`src/rtl/lc3_alu_seq.sv`:
```
// LC-3 ALU successor: single-cycle ADD/AND/NOT/PASS plus iterative shifts and multiply,
// behind a valid/ready handshake with a registered result and N/Z/P condition codes.
module lc3_alu_seq #(
    parameter int unsigned WIDTH = 16,
    parameter int unsigned SHW   = $clog2(WIDTH)
) (
    input  logic             clk,
    input  logic             reset,
    input  logic [WIDTH-1:0] A,
    input  logic [WIDTH-1:0] B,
    input  logic [2:0]       ALUK,
    input  logic             in_valid,
    output logic             in_ready,
    output logic [WIDTH-1:0] out_to_tri,
    output logic [2:0]       nzp,
    output logic             out_valid
);
    // Counter must hold WIDTH for the multiply iteration count
    localparam int unsigned CW = SHW + 1;

    typedef enum logic [1:0] {IDLE, SHIFT, MUL, DONE} state_t;

    state_t           state, state_nx;
    logic [2:0]       op;
    logic [WIDTH-1:0] work, mcand, mplier, acc;
    logic [CW-1:0]    cnt;

    logic [SHW-1:0]   amt;
    logic [WIDTH-1:0] alu_res, shift_res, mul_sum, result;
    logic             load_result;

    assign amt      = B[SHW-1:0];
    assign in_ready = (state == IDLE);
    assign mul_sum  = mplier[0] ? (acc + mcand) : acc;

    // Single-cycle ops; shifts by zero reduce to PASS A
    always_comb begin
        alu_res = A;
        case (ALUK)
            3'd0:    alu_res = A + B;
            3'd1:    alu_res = A & B;
            3'd2:    alu_res = ~A;
            default: alu_res = A;
        endcase
    end

    // One-bit step of the iterative shifter
    always_comb begin
        shift_res = work;
        case (op)
            3'd4:    shift_res = {work[WIDTH-2:0], 1'b0};
            3'd5:    shift_res = {1'b0, work[WIDTH-1:1]};
            3'd6:    shift_res = {work[WIDTH-1], work[WIDTH-1:1]};
            default: shift_res = work;
        endcase
    end

    always_ff @(posedge clk) begin
        if (reset) state <= IDLE;
        else       state <= state_nx;
    end

    always_comb begin
        state_nx    = state;
        load_result = 1'b0;
        result      = '0;
        case (state)
            IDLE: begin
                if (in_valid) begin
                    if (ALUK == 3'd7) begin
                        state_nx = MUL;
                    end else if (ALUK < 3'd4 || amt == '0) begin
                        load_result = 1'b1;
                        result      = alu_res;
                        state_nx    = DONE;
                    end else begin
                        state_nx = SHIFT;
                    end
                end
            end
            SHIFT: begin
                if (cnt == CW'(1)) begin
                    load_result = 1'b1;
                    result      = shift_res;
                    state_nx    = DONE;
                end
            end
            MUL: begin
                if (cnt == CW'(1)) begin
                    load_result = 1'b1;
                    result      = mul_sum;
                    state_nx    = DONE;
                end
            end
            DONE:    state_nx = IDLE;
            default: state_nx = IDLE;
        endcase
    end

    // Datapath, counters and registered outputs
    always_ff @(posedge clk) begin
        if (reset) begin
            op         <= '0;
            work       <= '0;
            mcand      <= '0;
            mplier     <= '0;
            acc        <= '0;
            cnt        <= '0;
            out_to_tri <= '0;
            nzp        <= 3'b000;
            out_valid  <= 1'b0;
        end else begin
            out_valid <= load_result;
            if (load_result) begin
                out_to_tri <= result;
                nzp        <= {result[WIDTH-1], result == '0,
                               ~result[WIDTH-1] & (result != '0)};
            end
            case (state)
                IDLE: begin
                    if (in_valid) begin
                        op     <= ALUK;
                        work   <= A;
                        mcand  <= A;
                        mplier <= B;
                        acc    <= '0;
                        cnt    <= (ALUK == 3'd7) ? CW'(WIDTH) : CW'(amt);
                    end
                end
                SHIFT: begin
                    work <= shift_res;
                    cnt  <= cnt - CW'(1);
                end
                MUL: begin
                    acc    <= mul_sum;
                    mcand  <= {mcand[WIDTH-2:0], 1'b0};
                    mplier <= {1'b0, mplier[WIDTH-1:1]};
                    cnt    <= cnt - CW'(1);
                end
                default: ;
            endcase
        end
    end
endmodule

```
`config.mk`:
```
export PLATFORM = sky130hd
export DESIGN_NAME = lc3_alu_seq
export DESIGN_NICKNAME = d
export VERILOG_FILES = /design/src/rtl/lc3_alu_seq.sv
export SDC_FILE = /design/constraint.sdc
export NUM_CORES = 1
export LEC_CHECK = 0
export BUFFER_PORTS_ARGS = -buffer_cell sky130_fd_sc_hd__buf_2
export CAP_MARGIN = 10
export CORE_UTILIZATION = 25
export DETAILED_ROUTE_END_ITERATION = 16
export PLACE_DENSITY_LB_ADDON = 0.1
export RECOVER_POWER = 50
export REMOVE_ABC_BUFFERS = 1
export SETUP_SLACK_MARGIN = 0.2
export SLEW_MARGIN = 5
export SYNTH_ARGS = -nofsm -noshare
export SYNTH_HDL_FRONTEND = slang
export SYNTH_SLANG_ARGS = --single-unit
```
`constraint.sdc`:
```
create_clock -name clk -period 4.8 [get_ports clk]
set_input_delay 0.72 -clock clk [delete_from_list [all_inputs] [get_ports clk]]
set_output_delay 0.72 -clock clk [all_outputs]
set_load 0.02 [all_outputs]
```
==> metrics.txt, run 1 <==
status finished, violations left; violated checks capacitance limit, slew limit; DPL Wire Length 20100 µm; Synth Cell Area 0.00708 mm²; grt ovf 0; die width 170 µm; fraction of registers with async set/reset 0%; Vias/cell 5.29; max cap viols 1; die area 0.0290 mm²; Area growth, synth to finish 12.7%; Yosys reg bits 93; Synth area leader dfxtp_1; antenna violations before repair 1; All-Layer GR Usage 18.6%; fin crit share 73.5%; Slew @ Worst Pin 2.80 ns; Clk pin slew, worst setup/hold paths 0.07 ns; most common cell in the netlist nor2_1; RR Endpoint nzp[1]; vias in the first global route 6626; DR pass1 iterations 5; clk root buf clkbuf_16; first-pass GRT wire length 40800 µm; Power per Cell Area 526 mW/mm²; hold depth 2; top cells by count, synth nor2_1 (125), dfxtp_1 (93), a21oi_1 (73); ANT nets after route 0; post-layout util 28.7%; layout cells sized above 1 10.6%; Static Leakage 2.91 nW; Area contributors post-synth dfxtp_1 (26%), mux2i_1 (6.9%), nor2_1 (6.6%), ha_1 (6.5%), a211oi_1 (5.4%); FF-to-FF Start op[2]; Clock Latency Late Sink 0.36 ns; Worst Skew 0.00903 ns; most common flop cell mapped by yosys dfxtp_1; CP Launch Type input pin; worst hold start out_to_tri[4]; Mean Syn Cell Area 7.81 µm²; Core Area 0.0278 mm²; CTS tree done; final setup violation count 0; PostCTS Resize Cnt 0; Inserted Diodes 0; Ys Warns 0; fmax 283 MHz; CTS sink count 93; RSZ-0062 raised after global routing false; signal arrival time at the worst endpoint 3.80 ns; TNS Setup 0 ns; CTS buffer count 9; EDFF count, synth 0; WP data required 5.07 ns; fin nets 1000; DR iter-0 viols 449; average routed wire per standard cell 20.0 µm; row count 61; crit end category flip-flop; Total Wirelength 26200 µm; largest net degree at the start of global routing 63; Ports 59; # H-tree levels 3; routability cong. 0.836; sequential area share after synthesis 26.3%; Starting Density 25.5%; Hold Buf Count CTS 0; # DRC 0; Worst VDD drop 0.000297 V; hold crit path type reg2reg; CP max FO 5; via total after detailed routing 6899; crit path kind in2reg; Final Non-Filler Cells 1305; Post-Place Cells 1290; Die Ht 170 µm; clock buffer depth 2; r2r setup slk 1.30 ns; Fillers 3089; Cells after Synth 906; Hold EP out_to_tri[4]; port bufs 58; Final Hold Viols 0; crit path time final 3.53 ns; post-CTS setup buffer count 0; Unique masters post-synth 80; Slew HR -86.7%; Final Max Tran Viols 53; reg2reg path depth 9; Yosys top cell area share 26.3%
## state kept, by name, indices dropped and copies added (netlist names)
register,count
mcand,16
mplier,16
op,3
out_to_tri,16
nzp,2
work,16
cnt,5
out_valid,1
acc,16
state,2
## cell type report
type	instances	area (µm²)	share of cell area, %
Inverter	20	75.1	0.941
Timing Repair Buffer	72	362	4.53
Clock buffer	11	243	3.04
Clock inverter	4	72.6	0.910
Tap cell	378	473	5.93
Sequential cell	93	1860	23.3
Multi-Input combinational cell	727	4890	61.3
## per-layer routing
layer	up-vias	part of all wire, %	global-route usage (%)
met5	-	0.031	0
li1	3442	-	-
met3	19	3.0	2.37
met1	3328	48	25.4
met4	2	1.0	3.64
met2	108	48	31.2
## through the flow
step / setup slack [ns] / hold WS [ns] / total power [mW] / cell area, µm²
global route: 1.02 / 0.507 / 4.53 / 7970
global placement: 1.03 / 0.454 / 3.44 / 7690
floorplan: -0.183 / 0.438 / 2.70 / 6810
finish: 1.27 / 0.462 / 4.19 / 7970
CTS: 1.29 / 0.465 / 4.25 / 8010
detailed placement: 0.950 / 0.456 / 3.43 / 7690
## power by group
group	total [mW]	leakage (nW)	internal, mW	switching, mW
registers	1.25	0.765	1.01	0.242
clock network	0.799	0.152	0.468	0.331
logic	2.14	1.99	0.759	1.38
total	4.19	2.91	2.24	1.95
## critical path: stages
cell and delay [ns]:
buf_2 0.14, ha_1 0.24, fa_1 0.42, a21o_1 0.21, a221oi_2 0.40, o21ai_1 0.23
xor2_1 0.18, a221o_1 0.36, nor4_1 0.26, and4_1 0.27, nand3_1 0.10, o32ai_2 0.27
## worst max path at each step
stage | endpoint | from | depth (start not counted)
after floorplan | acc[12] | state[0] | 7
after global placement | nzp[1] | A[0] | 12
after detailed placement | nzp[1] | A[0] | 12
after CTS | nzp[1] | op[2] | 9
after global routing | nzp[1] | op[2] | 9
final | nzp[1] | A[0] | 12
## layout by cell type, fill, tap and decap left out, types with 6 or more instances in the layout
master and instances:
o21a_1 7, mux2_2 7, o22ai_1 12, clkbuf_16 9, a211oi_1 51, o221ai_1 7
nand2b_1 16, xnor2_1 13, o21ai_0 49, a21oi_1 72, nand2_1 62, a21o_1 13
nor2b_1 13, ha_1 36, buf_2 37, nand3_1 13, a31oi_1 10, a2bb2oi_1 11
clkbuf_1 24, mux2i_1 49, a22oi_1 17, nor3_1 18, o32a_1 6, inv_1 20
buf_4 12, nor2_1 124, o211ai_1 10, dfxtp_1 93
## cells by family (layout without fill, tap and decap cells)
group                    count (synthesis)  count (layout)  share of synthesized area, %
XOR/XNOR                                17              17                          2.10
flip-flops                              93              93                          26.3
multiplexers                            56              56                          8.04
AO/OA/AOI/OAI                          325             325                          32.2
AND/OR/NAND/NOR                        290             290                          19.3
adder cells (fa/ha/maj)                 39              39                          7.11
buffers and inverters                   86             107                          4.88
Power figures use the tool's default switching activity.
==> run 2: changes to the inputs <==
- clock period: 4.8 -> 3.4 ns (I/O delays scaled with it)
==> run 2 against run 1 <==
The run now ends clean; cell count is 5.1% higher; design area is 6.7% higher; clock skew is 0.0013 ns higher; routed wire length is 4.2% higher; die area stayed put; register-to-register slack worse by 0.98 ns; largest cell class unchanged; largest power group unchanged.
==> metrics.txt, run 2 (synthesis results as in run 1) <==
status complete, no violations; Hold Buf Count CTS 0; clock buffer depth 2; Fillers 3126; Starting Density 25.5%; antenna violations before repair 0; critical-path cell list ha_2 > fa_2 > buf_6 > a21oi_4 > o2bb2ai_2 > mux2_4 > a221o_1 > nor4b_2 > buf_4 > and4_1 > nand3_1 > o32ai_2; Seq pwr share 29.0%; vias in the first global route 6981; Worst VDD drop 0.000573 V; Int Power 3.14 mW; Slew @ Worst Pin 1.31 ns; CP max FO 3; # H-tree levels 3; ANT nets after route 0; DPL Wire Length 21400 µm; Area growth, synth to finish 20.3%; switching share of power 47.5%; CTS buffer count 9; WP data required 3.68 ns; fin nets 1066; first-pass GRT wire length 41600 µm; grt ovf 0; slowest CP cell fa_2; Net Sw Power 2.84 mW; multi-input logic area 0.00498 mm²; fin crit share 90.5%; final setup violation count 0; crit path time final 3.08 ns; largest net degree at the start of global routing 63; CTS sink count 93; Ports 59; Static Leakage 3.22 nW; RSZ-0062 raised after global routing false; crit end category flip-flop; Final Hold Viols 0; average routed wire per standard cell 19.9 µm; routability cong. 0.875; CTS tree done; commonest non-fill, non-tap cell in the layout nor2_1; power after layout 5.97 mW; All-Layer GR Usage 19.1%; fmax 325 MHz; crit path kind reg2reg; commonest cells after routing, fill and taps aside nor2_1 (124), dfxtp_1 (92), a21oi_1 (71), buf_4 (70), nand2_1 (62); Power per Cell Area 702 mW/mm²; Worst Skew 0.0103 ns; Die Ht 170 µm; Core Area 0.0278 mm²; Inserted Diodes 0; hold crit path type in2reg; FF/Latch Area 0.00186 mm²; Clock Latency Late Sink 0.36 ns; die area 0.0290 mm²; die width 170 µm; layout cells sized above 1 17.4%; port bufs 58; Total Wirelength 27300 µm; post-CTS setup buffer count 0; Top delay family on crit path compound AO/OA/AOI/OAI gates; Final Max Tran Viols 0; Vias/cell 5.21; via total after detailed routing 7151; final hold slack 0.424 ns; max incr delay on CP 0.40 ns; clk root buf clkbuf_16; CP Launch Type flip-flop; Slew HR 12.4%; signal arrival time at the worst endpoint 3.36 ns; row count 61; DR pass1 iterations 5; DR iter-0 viols 402; # DRC 0; Clock power frac 16.4%; Clk pin slew, worst setup/hold paths 0.07 ns; combinational cell fraction of total power 54.6%; max cap viols 0; TNS Setup 0 ns; CP Buf/Inv Count 2
run 2: changes by cell type in the layout (fill, tap and decap cells not counted), sizes merged:
cell / before / now
bufinv: 2 / 0
buf: 49 / 109
clkbuf: 34 / 39
clkinv: 1 / 5
run 2: power groups by stage:
stage	Combinational, mW	Clock (mW)	Sequential [mW]
after floorplan	2.06	0	1.76
after global placement	3.27	0	1.76
after detailed placement	3.27	0	1.76
after CTS	3.29	1.03	1.73
after global routing	3.61	1.06	1.78
final	3.26	0.978	1.73
run 2: through the flow:
stage | instances | utilization (%) | cell area (µm²) | setup WS [ns]
floorplan | 840 | - | 6810 | -1.58
global placement | 1356 | 29.5 | 8200 | -0.0352
detailed placement | 1356 | 29.5 | 8200 | -0.196
CTS | 1372 | 30.6 | 8500 | 0.241
global route | 1372 | 30.6 | 8510 | 0.186
finish | 1372 | 30.6 | 8510 | 0.323
run 2: routing by layer:
layer / GRT usage, % / wire length, µm / vias up
met3: 2.00 / 746 / 34
met4: 6.78 / 790 / 0
met1: 25.4 / 13000 / 3420
met5: 0 / 0 / -
li1: - / - / 3564
met2: 31.9 / 12700 / 133
run 2: cell type report:
class	count	area share (%)
repair buffers	138	10.0
inverters	20	0.882
flip-flops and latches	93	21.9
multi-input cells	727	58.5
clock inverters	6	0.470
clock buffers	10	2.69
well taps	378	5.56
run 2: final timing paths:
check / startpoint / to / slack [ns] / depth (start not counted)
setup reg to reg: mcand[0] / nzp[1] / 0.32 / 12
hold / removal: B[15] / mplier[15] / 0.42 / 3
setup / recovery: mcand[0] / nzp[1] / 0.32 / 12
hold reg to reg: out_to_tri[4] / out_to_tri[4] / 0.47 / 2
run 2: worst min-delay path: cells and delay by family:
kind | cells | cell delay (ns)
and+or+nand+nor | 1 | 0.08
buffers and inverters | 1 | 0.09
AOI/OAI and AO/OA | 1 | 0.06
run 2: repair_timing:
item                                    CTS  global route
pin swaps                                 1             5
gates cloned                              0             0
endpoints found under the setup margin    2             2
resized for setup                         6            14
==> run 3: changes to the inputs <==
- CORE_UTILIZATION: 25 -> 45
- CTS_CLUSTER_DIAMETER: unset -> 80
==> run 3 against run 2 <==
Routed wire length shrank 6.8%; largest cell class unchanged; first-iteration DRC count grew 87%; combinational power shrank 3%; design area shrank 3.3%; cell count shrank 14%; highest routed layer unchanged; fmax shrank 1.3%; critical path depth shrank 1; sequential cell count is the same; sequential share of layout area grew 0.79 points; largest power group unchanged.
==> metrics.txt, run 3 (synthesis results as in run 1) <==
status complete, no violations; final hold slack 0.414 ns; Total Wirelength 25400 µm; DR iter-0 viols 753; commonest non-fill, non-tap cell in the layout nor2_1; Vias/cell 6.27; Post-Place Cells 1167; fin nets 1047; FF-to-FF Start state[0]; crit path time final 3.12 ns; crit path kind reg2reg; CP endpoint nzp[0]; commonest cells after routing, fill and taps aside nor2_1 (123), dfxtp_1 (91), a21oi_1 (72), nand2_1 (62), buf_4 (57); average routed wire per standard cell 21.4 µm; max cap viols 0; Core Area 0.0153 mm²; CTS buffer count 9; clock buffer depth 2; Inserted Diodes 0; CP max FO 9; r2r setup slk 0.28 ns; switching share of power 46.3%; Ports 59; DP Area 0.00781 mm²; hold crit path type in2reg; Hold Buf Count CTS 0; Final Non-Filler Cells 1186; Clock Latency Late Sink 0.37 ns; WP data required 3.64 ns; first-pass GRT wire length 39500 µm; Critical Path Start state[0]; Slew @ Worst Pin 1.24 ns; Post-Layout Inst Area 0.00823 mm²; Area growth, synth to finish 16.3%; fin crit share 91.7%; routability cong. 0.931; Die Ht 127 µm; vias in the first global route 7136; # DRC 0; grt ovf 0; Slew HR 17.1%; layout cells sized above 1 16.3%; die area 0.0162 mm²; DR pass1 iterations 5; CTS tree done; TNS Setup 0 ns; Clk pin slew, worst setup/hold paths 0.07 ns; row count 45; fmax 321 MHz; port bufs 58; Seq pwr share 28.8%; largest net degree at the start of global routing 63; DPL Wire Length 19300 µm; Worst Skew 0.0133 ns; Static Leakage 3.15 nW; signal arrival time at the worst endpoint 3.35 ns; Clock power frac 18.7%; Fillers 1464; crit end category flip-flop; Int Power 3.25 mW; RR Endpoint nzp[0]; combinational cell fraction of total power 52.5%; die width 127 µm; FF/Latch Area 0.00187 mm²; antenna violations before repair 0; Final Hold Viols 0; Power per Cell Area 735 mW/mm²; clk root buf clkbuf_16; post-layout util 53.9%; via total after detailed routing 7441; multi-input logic area 0.00499 mm²; Final Max Tran Viols 0; CP Launch Type flip-flop; CTS sink count 93; final setup violation count 0; All-Layer GR Usage 31.9%; reg2reg path depth 11; RSZ-0062 raised after global routing false; Starting Density 46.4%; # H-tree levels 3; ANT nets after route 0; Worst VDD drop 0.000750 V; Net Sw Power 2.80 mW
-- run 3: repair_timing --
action | in CTS | in global routing
setup endpoints to repair | 2 | 2
gates resized for setup | 3 | 19
pin swaps | 0 | 11
buffers inserted | 0 | 3
-- run 3: metrics by stage --
step	power (mW)	setup slack, ns
after global placement	4.78	-0.0592
after CTS	5.99	0.222
final	6.05	0.284
after detailed placement	4.85	-0.124
after global routing	6.46	0.127
after floorplan	3.82	-1.58
-- run 3: power groups by stage --
stage | Combinational [mW] | Sequential, mW | Clock (mW)
5_1_grt | 3.48 | 1.79 | 1.19
3_5_place_dp | 3.10 | 1.75 | 0
6_report | 3.17 | 1.74 | 1.13
4_1_cts | 3.12 | 1.73 | 1.14
3_3_place_gp | 3.04 | 1.73 | 0
2_1_floorplan | 2.06 | 1.76 | 0
-- run 3: routing by layer --
layer / track usage (%) / wire length [µm] / part of all wire, %
met1: 40.6 / 11100 / 44
met2: 52.7 / 11900 / 47
met3: 4.98 / 1320 / 5.2
met4: 14.8 / 1100 / 4.3
met5: 0 / 0 / 0
-- run 3: worst min path at each step --
stage | startpoint | end | depth (start not counted)
4_1_cts | B[15] | mplier[15] | 3
3_5_place_dp | out_to_tri[4] | out_to_tri[4] | 2
3_3_place_gp | out_to_tri[4] | out_to_tri[4] | 2
6_report | B[15] | mplier[15] | 3
2_1_floorplan | acc[5] | acc[5] | 2
5_1_grt | B[15] | mplier[15] | 3
-- run 3: critical path, stage by stage (launching register included) --
cell	delay, ns
dfxtp_1	0.38
inv_1	0.10
ha_1	0.22
and2_0	0.35
and3_1	0.34
a32o_1	0.29
a221oi_1	0.25
nand3_1	0.21
nor4_2	0.31
and4_1	0.27
and3_4	0.19
o32ai_1	0.07
-- run 3: layout make-up --
type	count	area share, %
Clock buffer	10	2.78
Timing Repair Buffer	119	8.69
Clock inverter	6	1.06
Inverter	20	0.912
Sequential cell	93	22.7
Multi-Input combinational cell	727	60.7
Tap cell	211	3.21
